<file path="src/rtl/tt_pkg.sv">
// Shared types, widths and helpers for the truth-table sweeper.
package tt_pkg;

    localparam int unsigned N_VEC = 8;
    localparam int unsigned IDX_W = 3;
    localparam int unsigned CNT_W = 4;

    typedef enum logic [1:0] {
        IDLE = 2'd0,
        WAIT = 2'd1,
        DONE = 2'd2
    } tt_state_e;

    // Lowest set bit index of a mismatch vector; 0 when no bit is set.
    function automatic logic [IDX_W-1:0] first_mismatch(input logic [N_VEC-1:0] diff);
        logic [IDX_W-1:0] idx;
        idx = '0;
        for (int i = N_VEC - 1; i >= 0; i--) begin
            if (diff[i]) begin
                idx = IDX_W'(i);
            end
        end
        return idx;
    endfunction

endpackage

</file>
<file path="src/rtl/settle_timer.sv">
// Loadable down-counter that paces how long each input vector is held.
// Ports: clk, reset (async, active-high), load/load_val (reload), zero (count reached 0).
module settle_timer
    import tt_pkg::*;
(
    input  logic             clk,
    input  logic             reset,
    input  logic             load,
    input  logic [CNT_W-1:0] load_val,
    output logic             zero
);

    logic [CNT_W-1:0] cnt_q;

    // Load has priority; otherwise count down and park at zero.
    always_ff @(posedge clk or posedge reset) begin
        if (reset) begin
            cnt_q <= '0;
        end else if (load) begin
            cnt_q <= load_val;
        end else if (cnt_q != '0) begin
            cnt_q <= cnt_q - CNT_W'(1);
        end
    end

    assign zero = (cnt_q == '0);

endmodule

</file>
<file path="src/rtl/truth_table_sweeper.sv">
// Sweeps {A,B,C} through 000..111, samples Y after a settle interval, builds
// an 8-bit truth table and compares it with EXPECTED.
// Ports: clk, reset (async, active-high), start, y_in (Y from block under test);
//        abc_out (A=bit2), busy, done, table_out, pass, fail_idx.
module truth_table_sweeper
    import tt_pkg::*;
#(
    parameter int unsigned          SETTLE   = 1,
    parameter logic [N_VEC-1:0]     EXPECTED = 8'hC0
) (
    input  logic             clk,
    input  logic             reset,
    input  logic             start,
    input  logic             y_in,
    output logic [IDX_W-1:0] abc_out,
    output logic             busy,
    output logic             done,
    output logic [N_VEC-1:0] table_out,
    output logic             pass,
    output logic [IDX_W-1:0] fail_idx
);

    // The settle counter is only CNT_W bits wide.
    if (SETTLE < 1 || SETTLE > 15) begin : g_bad_settle
        $error("truth_table_sweeper: SETTLE must be in 1..15");
    end

    localparam logic [CNT_W-1:0] RELOAD = CNT_W'(SETTLE - 1);

    tt_state_e        state_q;
    logic [IDX_W-1:0] idx_q;
    logic             zero_c;
    logic             start_ok_c;
    logic             last_c;
    logic             load_c;
    logic [N_VEC-1:0] captured_c;

    // A start is honoured only outside an active sweep.
    assign start_ok_c = start && ((state_q == IDLE) || (state_q == DONE));
    assign last_c     = (idx_q == IDX_W'(N_VEC - 1));
    assign load_c     = start_ok_c || ((state_q == WAIT) && zero_c && !last_c);

    // Table as it will look after this edge's capture, so the final verdict
    // already includes bit 7.
    always_comb begin
        captured_c        = table_out;
        captured_c[idx_q] = y_in;
    end

    settle_timer u_timer (
        .clk      (clk),
        .reset    (reset),
        .load     (load_c),
        .load_val (RELOAD),
        .zero     (zero_c)
    );

    // Sweep control with registered outputs.
    always_ff @(posedge clk or posedge reset) begin
        if (reset) begin
            state_q   <= IDLE;
            idx_q     <= '0;
            busy      <= 1'b0;
            done      <= 1'b0;
            table_out <= '0;
            pass      <= 1'b0;
            fail_idx  <= '0;
        end else begin
            case (state_q)
                IDLE, DONE: begin
                    if (start) begin
                        state_q   <= WAIT;
                        idx_q     <= '0;
                        busy      <= 1'b1;
                        done      <= 1'b0;
                        table_out <= '0;
                        pass      <= 1'b0;
                        fail_idx  <= '0;
                    end
                end
                WAIT: begin
                    if (zero_c) begin
                        table_out <= captured_c;
                        if (!last_c) begin
                            idx_q <= idx_q + IDX_W'(1);
                        end else begin
                            state_q  <= DONE;
                            busy     <= 1'b0;
                            done     <= 1'b1;
                            pass     <= (captured_c == EXPECTED);
                            fail_idx <= first_mismatch(captured_c ^ EXPECTED);
                        end
                    end
                end
                default: state_q <= IDLE;
            endcase
        end
    end

    // The vector index itself drives the block under test.
    assign abc_out = idx_q;

endmodule
</file>
<file path="config.mk">
export PLATFORM = sky130hd
export DESIGN_NAME = truth_table_sweeper
export DESIGN_NICKNAME = d
export VERILOG_FILES = /design/src/rtl/tt_pkg.sv /design/src/rtl/settle_timer.sv /design/src/rtl/truth_table_sweeper.sv
export SDC_FILE = /design/constraint.sdc
export NUM_CORES = 1
export LEC_CHECK = 0
export ABC_AREA = 0
export ABC_CLOCK_PERIOD_IN_PS = 2000
export CORE_ASPECT_RATIO = 2
export CORE_MARGIN = 10
export CORE_UTILIZATION = 40
export DETAILED_ROUTE_END_ITERATION = 8
export PLACE_DENSITY = 0.58
export SLEW_MARGIN = 20
export SYNTH_ARGS = -nofsm -noshare
export SYNTH_HDL_FRONTEND = slang
export SYNTH_SLANG_ARGS = --single-unit
</file>
<file path="constraint.sdc">
create_clock -name clk -period 2 [get_ports clk]
set_clock_uncertainty 0.05 [all_clocks]
set_input_delay 0.3 -clock clk [delete_from_list [all_inputs] [get_ports clk]]
set_output_delay 0.3 -clock clk [all_outputs]
set_load 0.01 [all_outputs]
</file>
==> run_results.csv, run 1 <==
group,metric,value,unit
worst_hold_path,hold_class,"in2async",
clock_network,htreeDepth,1,
global_routing,gr-usage-met2,0.2375,
clock_network,hold_buffers,0,
placement,pre_cts_slack,0.03748,ns
synth,synth.area.top_cells,"dfrtp_1 40%, nand2_1 6.6%, o21ai_0 4.6%",
die,rows,30,
placement,gp_congestion,0.8578,
detailed_routing,drcViolationCount,0,
setup_path,cp_data_arrival_time,1.97,ns
global_routing,met3_usage,0.01942,
clock_network,cts_tree,"yes",
setup_path,critPathLaunchType,"flip-flop",
pwr,power.internal,0.001391,W
synth,synth-seq-cells,23,
clock_network,cts-root-buf,"clkbuf_8",
synth,yosysMostFrequentCell,"nand2_1",
timing,rsz0062_at_grt,"no",
detailed_routing,drt-initial-drc-count,48,
timing,period_needed,1.879,ns
pwr,p_sw_frac,0.4154,
timing,setup_violations,0,
timing,tightest_slew,0.4260,ns
synth,synthArstFlopShare,1.000,
pwr,seqPwrFrac,0.317,
outcome,outcome,"finished clean",
cells_and_area,syn_to_final_growth,30.17,%
global_routing,grt_max_degree,24,
pwr,cellPowerDensity,1285,nW/µm²
timing,setup_ws,0.1214,ns
pwr,p_clk_frac,0.122,
synth,synth_ff_type,"dfrtp_1",
timing,max_freq,532.3,MHz
clock_network,worstSkewPairLatency,0.27,ns
cells_and_area,drive_gt1_frac,0.1436,
timing,hold_viol,0,
global_routing,grt_pass1_vias,1371,
synth,yosys_warnings,0,
timing,slew_viol_final,0,
run,cap_violations,0,
synth,syn_nets,172,
global_routing,antenna_found_initial,0,
synth,synth_cell_types,44,
synth,netlist_area,1423,µm²
die,start_util,0.4165,
detailed_routing,routed_wl,3.828,mm
detailed_routing,first_pass_iters,4,
clock_network,cts-root-to-sink-buffers,2,
setup_path,path_max_fanout,14,
detailed_routing,via_per_inst,5.316,
detailed_routing,routedWlPerCell,15.31,µm
global_routing,use_met1,0.1169,
pwr,cellLeakagePower,0.7957,nW
synth,synth_seq_area_share,0.4046,
timing,final.period_utilization,0.9393,
pwr,peakVddDrop,0.8470,mV
synth,yosysTopAreaCell,"dfrtp_1",
setup_path,required,2.09,ns
cells_and_area,diodes,0,
synth,synth_top_area_frac,0.4046,
placement,post_dp_cell_area,1805,µm²
synth,ys_top_cells_by_count,"25 x nand2_1, 23 x dfrtp_1, 13 x o21ai_0",
clock_network,postCtsSetupBuffers,0,
clock_network,clkSlewWorstSetupHoldPaths,0.08,ns
global_routing,grt_pass1_wl,6.499,mm
die,die_area,6487,µm²
clock_network,cts_buffers,3,
synth,syn_inst,164,
synth,synth-edff-count,0,
placement,hpwlAfterDp,3.094,mm
die,fp.dieH,104.3,µm
cells_and_area,nets,211,
global_routing,grt-busiest-layer,"met2",
clock_network,cts_sinks,23,
die,io_pins,21,
timing,slew_headroom,0.7086,
detailed_routing,num_vias,1329,
pwr,p_comb_frac,0.561,
global_routing,grtUsageTotal,0.1209,
global_routing,gr-total-overflow,0,
die,core,3416,µm²
setup_path,criticalPathCategory,"reg2reg",
pwr,power,0.002380,W
pwr,p_switching,0.0009886,W
setup_path,end_kind,"flip-flop",
placement,numPortBuffers,20,
detailed_routing,drtAntennaViolNets,0,
die,die_w,62.17,µm
cells_and_area,fin_area,1852,µm²
timing,totalNegativeSetupSlack,0,ns
synth,syn_area_per_cell,8.674,µm²
[critical path, cell delays in order, from the launching register on]
cell and delay [ns]:
dfrtp_1 0.62, nand2b_1 0.16, o21ai_0 0.26, o211ai_1 0.13
a2111oi_0 0.44, o21ai_1 0.10
[state kept, by name, summed over array words and instances, names as in the netlist]
name	flops
pass	1
busy	1
table_out	8
state_q	2
done	1
fail_idx	3
u_timer.cnt_q	4
abc_out	3
[worst paths after layout]
path | slack, ns | to | startpoint | depth (start not counted)
max in group asynchronous | 1.32 | abc_out[1]$_DFFE_PP0P_ | reset | 3
hold reg to reg | 0.43 | busy$_DFFE_PP0P_ | busy$_DFFE_PP0P_ | 2
hold / removal | 0.32 | table_out[0]$_DFFE_PP0P_ | reset | 3
min in group clk | 0.43 | busy$_DFFE_PP0P_ | busy$_DFFE_PP0P_ | 2
setup / recovery | 0.12 | fail_idx[0]$_DFFE_PP0P_ | abc_out[2]$_DFFE_PP0P_ | 5
setup reg to reg | 0.12 | fail_idx[0]$_DFFE_PP0P_ | abc_out[2]$_DFFE_PP0P_ | 5
[cells in the final DEF (no fill, tap or decap), types with 6 or more instances in the layout]
| master | netlist | routed |
|---|---|---|
| nand2_1 | 25 | 25 |
| dfrtp_1 | 23 | 22 |
| clkdlybuf4s50_1 | 0 | 20 |
| buf_4 | 2 | 19 |
| o21ai_0 | 13 | 13 |
| a21oi_1 | 12 | 12 |
| nor2_1 | 11 | 11 |
| inv_1 | 7 | 7 |
| nor2b_1 | 6 | 6 |
[cell type report]
cell class / instances / area, µm²
Tap cell: 48 / 60.06
Fill cell: 328 / 1564
Clock buffer: 4 / 45.04
Inverter: 7 / 26.28
Sequential cell: 23 / 576.8
Multi-Input combinational cell: 128 / 780.7
Timing Repair Buffer: 40 / 362.8
[logic make-up (layout without fill, tap and decap cells)]
kind of cell	count (synthesis)	in the layout	share of synthesized area
XOR/XNOR	2	2	0.01232
flip-flops	23	23	0.4046
multiplexers	3	3	0.02199
buffers and inverters	13	51	0.04661
adder cells (fa/ha/maj)	4	4	0.03518
AO/OA/AOI/OAI	54	54	0.2445
AND/OR/NAND/NOR	65	65	0.2348
[metrics by stage]
stage          hold slack [ns]  utilization  instances
3_5_place_dp            0.4172       0.5286        246
2_1_floorplan           0.2519            -        164
5_1_grt                 0.3550       0.5421        250
4_1_cts                 0.3258       0.5418        250
3_3_place_gp            0.4205       0.5286        246
6_report                0.3219       0.5421        250
[layer usage]
| metal | up-vias | routed length [µm] |
|---|---|---|
| li1 | 668 | - |
| met1 | 633 | 1382 |
| met2 | 24 | 2255 |
| met3 | 4 | 130 |
| met4 | 0 | 59 |
| met5 | - | 0 |
[power groups by stage]
stage               logic, W  clock network, W  registers [W]
floorplan           0.000803                 0       0.000756
global placement     0.00134                 0       0.000755
detailed placement   0.00135                 0       0.000761
CTS                  0.00135          0.000304       0.000752
global route         0.00150          0.000320       0.000776
finish               0.00134          0.000289       0.000755
[timing repair]
item                                    in CTS  in global routing
hold endpoints to repair                     0                  0
endpoints found under the setup margin       0                  4
gates resized for setup                      0                  1
Note: power is estimated with default switching activity, not from simulation.
==> inputs of run 2 (changes only) <==
Settings changed: CTS_CLUSTER_SIZE set to 28, RECOVER_POWER set to 25.
==> run 2 against run 1 <==
  * Global-route usage unchanged
  * Non-clock buffer count unchanged
  * Setup slack about the same
  * Maximum frequency about the same
  * Sequential cell count unchanged
  * Wire length increased by 0.10%
  * Largest power group unchanged
==> run_results.csv, run 2 (synthesis gave the netlist of run 1 again) <==
group,metric,value,unit
outcome,outcome,"finished clean",
clock_network,cts-root-to-sink-buffers,2,
die,rows,30,
timing,whs,0.4329,ns
detailed_routing,first_pass_iters,4,
setup_path,rrSetupSlack,0.12,ns
cells_and_area,regMostFlops,"table_out",
cells_and_area,drive_gt1_frac,0.1386,
die,die_area,6487,µm²
die,fp.dieH,104.3,µm
cells_and_area,syn_to_final_growth,29.90,%
placement,post_dp_cell_area,1805,µm²
timing,totalNegativeSetupSlack,0,ns
setup_path,crit_start,"abc_out[2]$_DFFE_PP0P_",
setup_path,cp_data_arrival_time,1.97,ns
clock_network,cts_buffers,3,
timing,max_freq,532.3,MHz
timing,final.period_utilization,0.9393,
placement,numPortBuffers,20,
detailed_routing,drtAntennaViolNets,0,
global_routing,grtUsageTotal,0.1209,
clock_network,cts-root-buf,"clkbuf_8",
detailed_routing,routedWlPerCell,15.33,µm
global_routing,grt_pass1_vias,1371,
cells_and_area,top_regs,"table_out: 8 flops, u_timer.cnt_q: 4 flops",
detailed_routing,drcViolationCount,0,
setup_path,path_cells,"nand2b_1 -> o21ai_0 -> o211ai_1 -> a2111oi_0 -> o21ai_1",
detailed_routing,via_per_inst,5.324,
clock_network,htreeDepth,1,
run,cap_violations,0,
timing,slew_viol_final,0,
setup_path,critical_path.max_stage_delay,0.62,ns
pwr,power,0.002380,W
setup_path,required,2.09,ns
worst_hold_path,hp-start,"busy$_DFFE_PP0P_",
detailed_routing,drt-initial-drc-count,48,
pwr,cellLeakagePower,0.7920,nW
setup_path,crit_buf_inv,0,
global_routing,grt_pass1_wl,6.499,mm
timing,hold_viol,0,
pwr,peakVddDrop,0.8470,mV
clock_network,cts_resized,0,
timing,slew_headroom,0.1628,
setup_path,critPathLaunchType,"flip-flop",
cells_and_area,layout_commonest_cell,"nand2_1",
cells_and_area,final_cell_mix,"25 x nand2_1, 22 x dfrtp_1, 20 x clkdlybuf4s50_1",
clock_network,clkSlewWorstSetupHoldPaths,0.08,ns
die,core,3416,µm²
placement,hpwlAfterDp,3.094,mm
cells_and_area,nets,211,
timing,tightest_slew,1.256,ns
clock_network,postCtsSetupBuffers,0,
setup_path,criticalPathCategory,"reg2reg",
setup_path,end_kind,"flip-flop",
setup_path,r2r_start,"abc_out[2]$_DFFE_PP0P_",
die,io_pins,21,
cells_and_area,final.fill_count,328,
worst_hold_path,hold_class,"reg2reg",
cells_and_area,multi_input_area,780.7,µm²
setup_path,path_max_fanout,14,
timing,setup_violations,0,
cells_and_area,diodes,0,
clock_network,hold_buffers,0,
timing,rsz0062_at_grt,"no",
detailed_routing,num_vias,1331,
placement,gp_congestion,0.8578,
timing,period_needed,1.879,ns
pwr,cellPowerDensity,1288,nW/µm²
cells_and_area,seq_area,576.8,µm²
clock_network,worstSkewPairLatency,0.27,ns
cells_and_area,fin_area,1848,µm²
die,start_util,0.4165,
setup_path,cp_slowest_cell,"dfrtp_1",
global_routing,gr-total-overflow,0,
clock_network,cts_tree,"yes",
setup_path,cp_top_family,"compound AO/OA/AOI/OAI gates",
global_routing,antenna_found_initial,0,
cells_and_area,largest_reg_flops,8,
detailed_routing,routed_wl,3.832,mm
global_routing,grt_max_degree,24,
clock_network,cts_sinks,23,
die,die_w,62.17,µm
## run 2: cell types whose count changed in the layout (fill, tap and decap cells not counted), sizes merged
cell | previous run | this run
buf | 20 | 19
clkbuf | 4 | 5
## run 2: layout make-up
cell class / instances / share of cell area
Clock buffer: 4 / 0.02437
Sequential cell: 23 / 0.3121
Multi-Input combinational cell: 128 / 0.4225
Tap cell: 48 / 0.03250
Timing Repair Buffer: 40 / 0.1943
Inverter: 7 / 0.01422
## run 2: worst paths after layout
check,to,cells past startpoint
max reg2reg,fail_idx[0]$_DFFE_PP0P_,5
max,fail_idx[0]$_DFFE_PP0P_,5
min in group asynchronous,table_out[0]$_DFFE_PP0P_,3
min,busy$_DFFE_PP0P_,2
min reg2reg,busy$_DFFE_PP0P_,2
max in group asynchronous,abc_out[1]$_DFFE_PP0P_,3
## run 2: where the power goes
group / switching, W / internal [W] / leakage, nW
Combinational: 0.000686 / 0.000649 / 0.468
Clock: 0.000147 / 0.000142 / 0.0228
Sequential: 0.000157 / 0.000599 / 0.301
Total: 0.000989 / 0.00139 / 0.792
## run 2: layer usage
metal	track usage	wire, µm	part of all wire	up-vias
met1	0.1169	1383	0.36	635
li1	-	-	-	668
met4	0.04934	59	0.015	0
met3	0.01942	130	0.034	4
met5	0	0	0	-
met2	0.2375	2258	0.59	24
## run 2: worst register-to-register path: stages (launching register included)
cell and delay [ns]:
dfrtp_1 0.62, nand2b_1 0.16, o21ai_0 0.26, o211ai_1 0.13
a2111oi_0 0.44, o21ai_1 0.10
## run 2: metrics by stage
stage | setup slack [ns] | utilization | std cells
after CTS | 0.08728 | 0.5418 | 250
final | 0.1214 | 0.5410 | 250
after global routing | 0.01331 | 0.5410 | 250
after floorplan | 0.2048 | - | 164
after global placement | 0.06784 | 0.5286 | 246
after detailed placement | 0.03748 | 0.5286 | 246
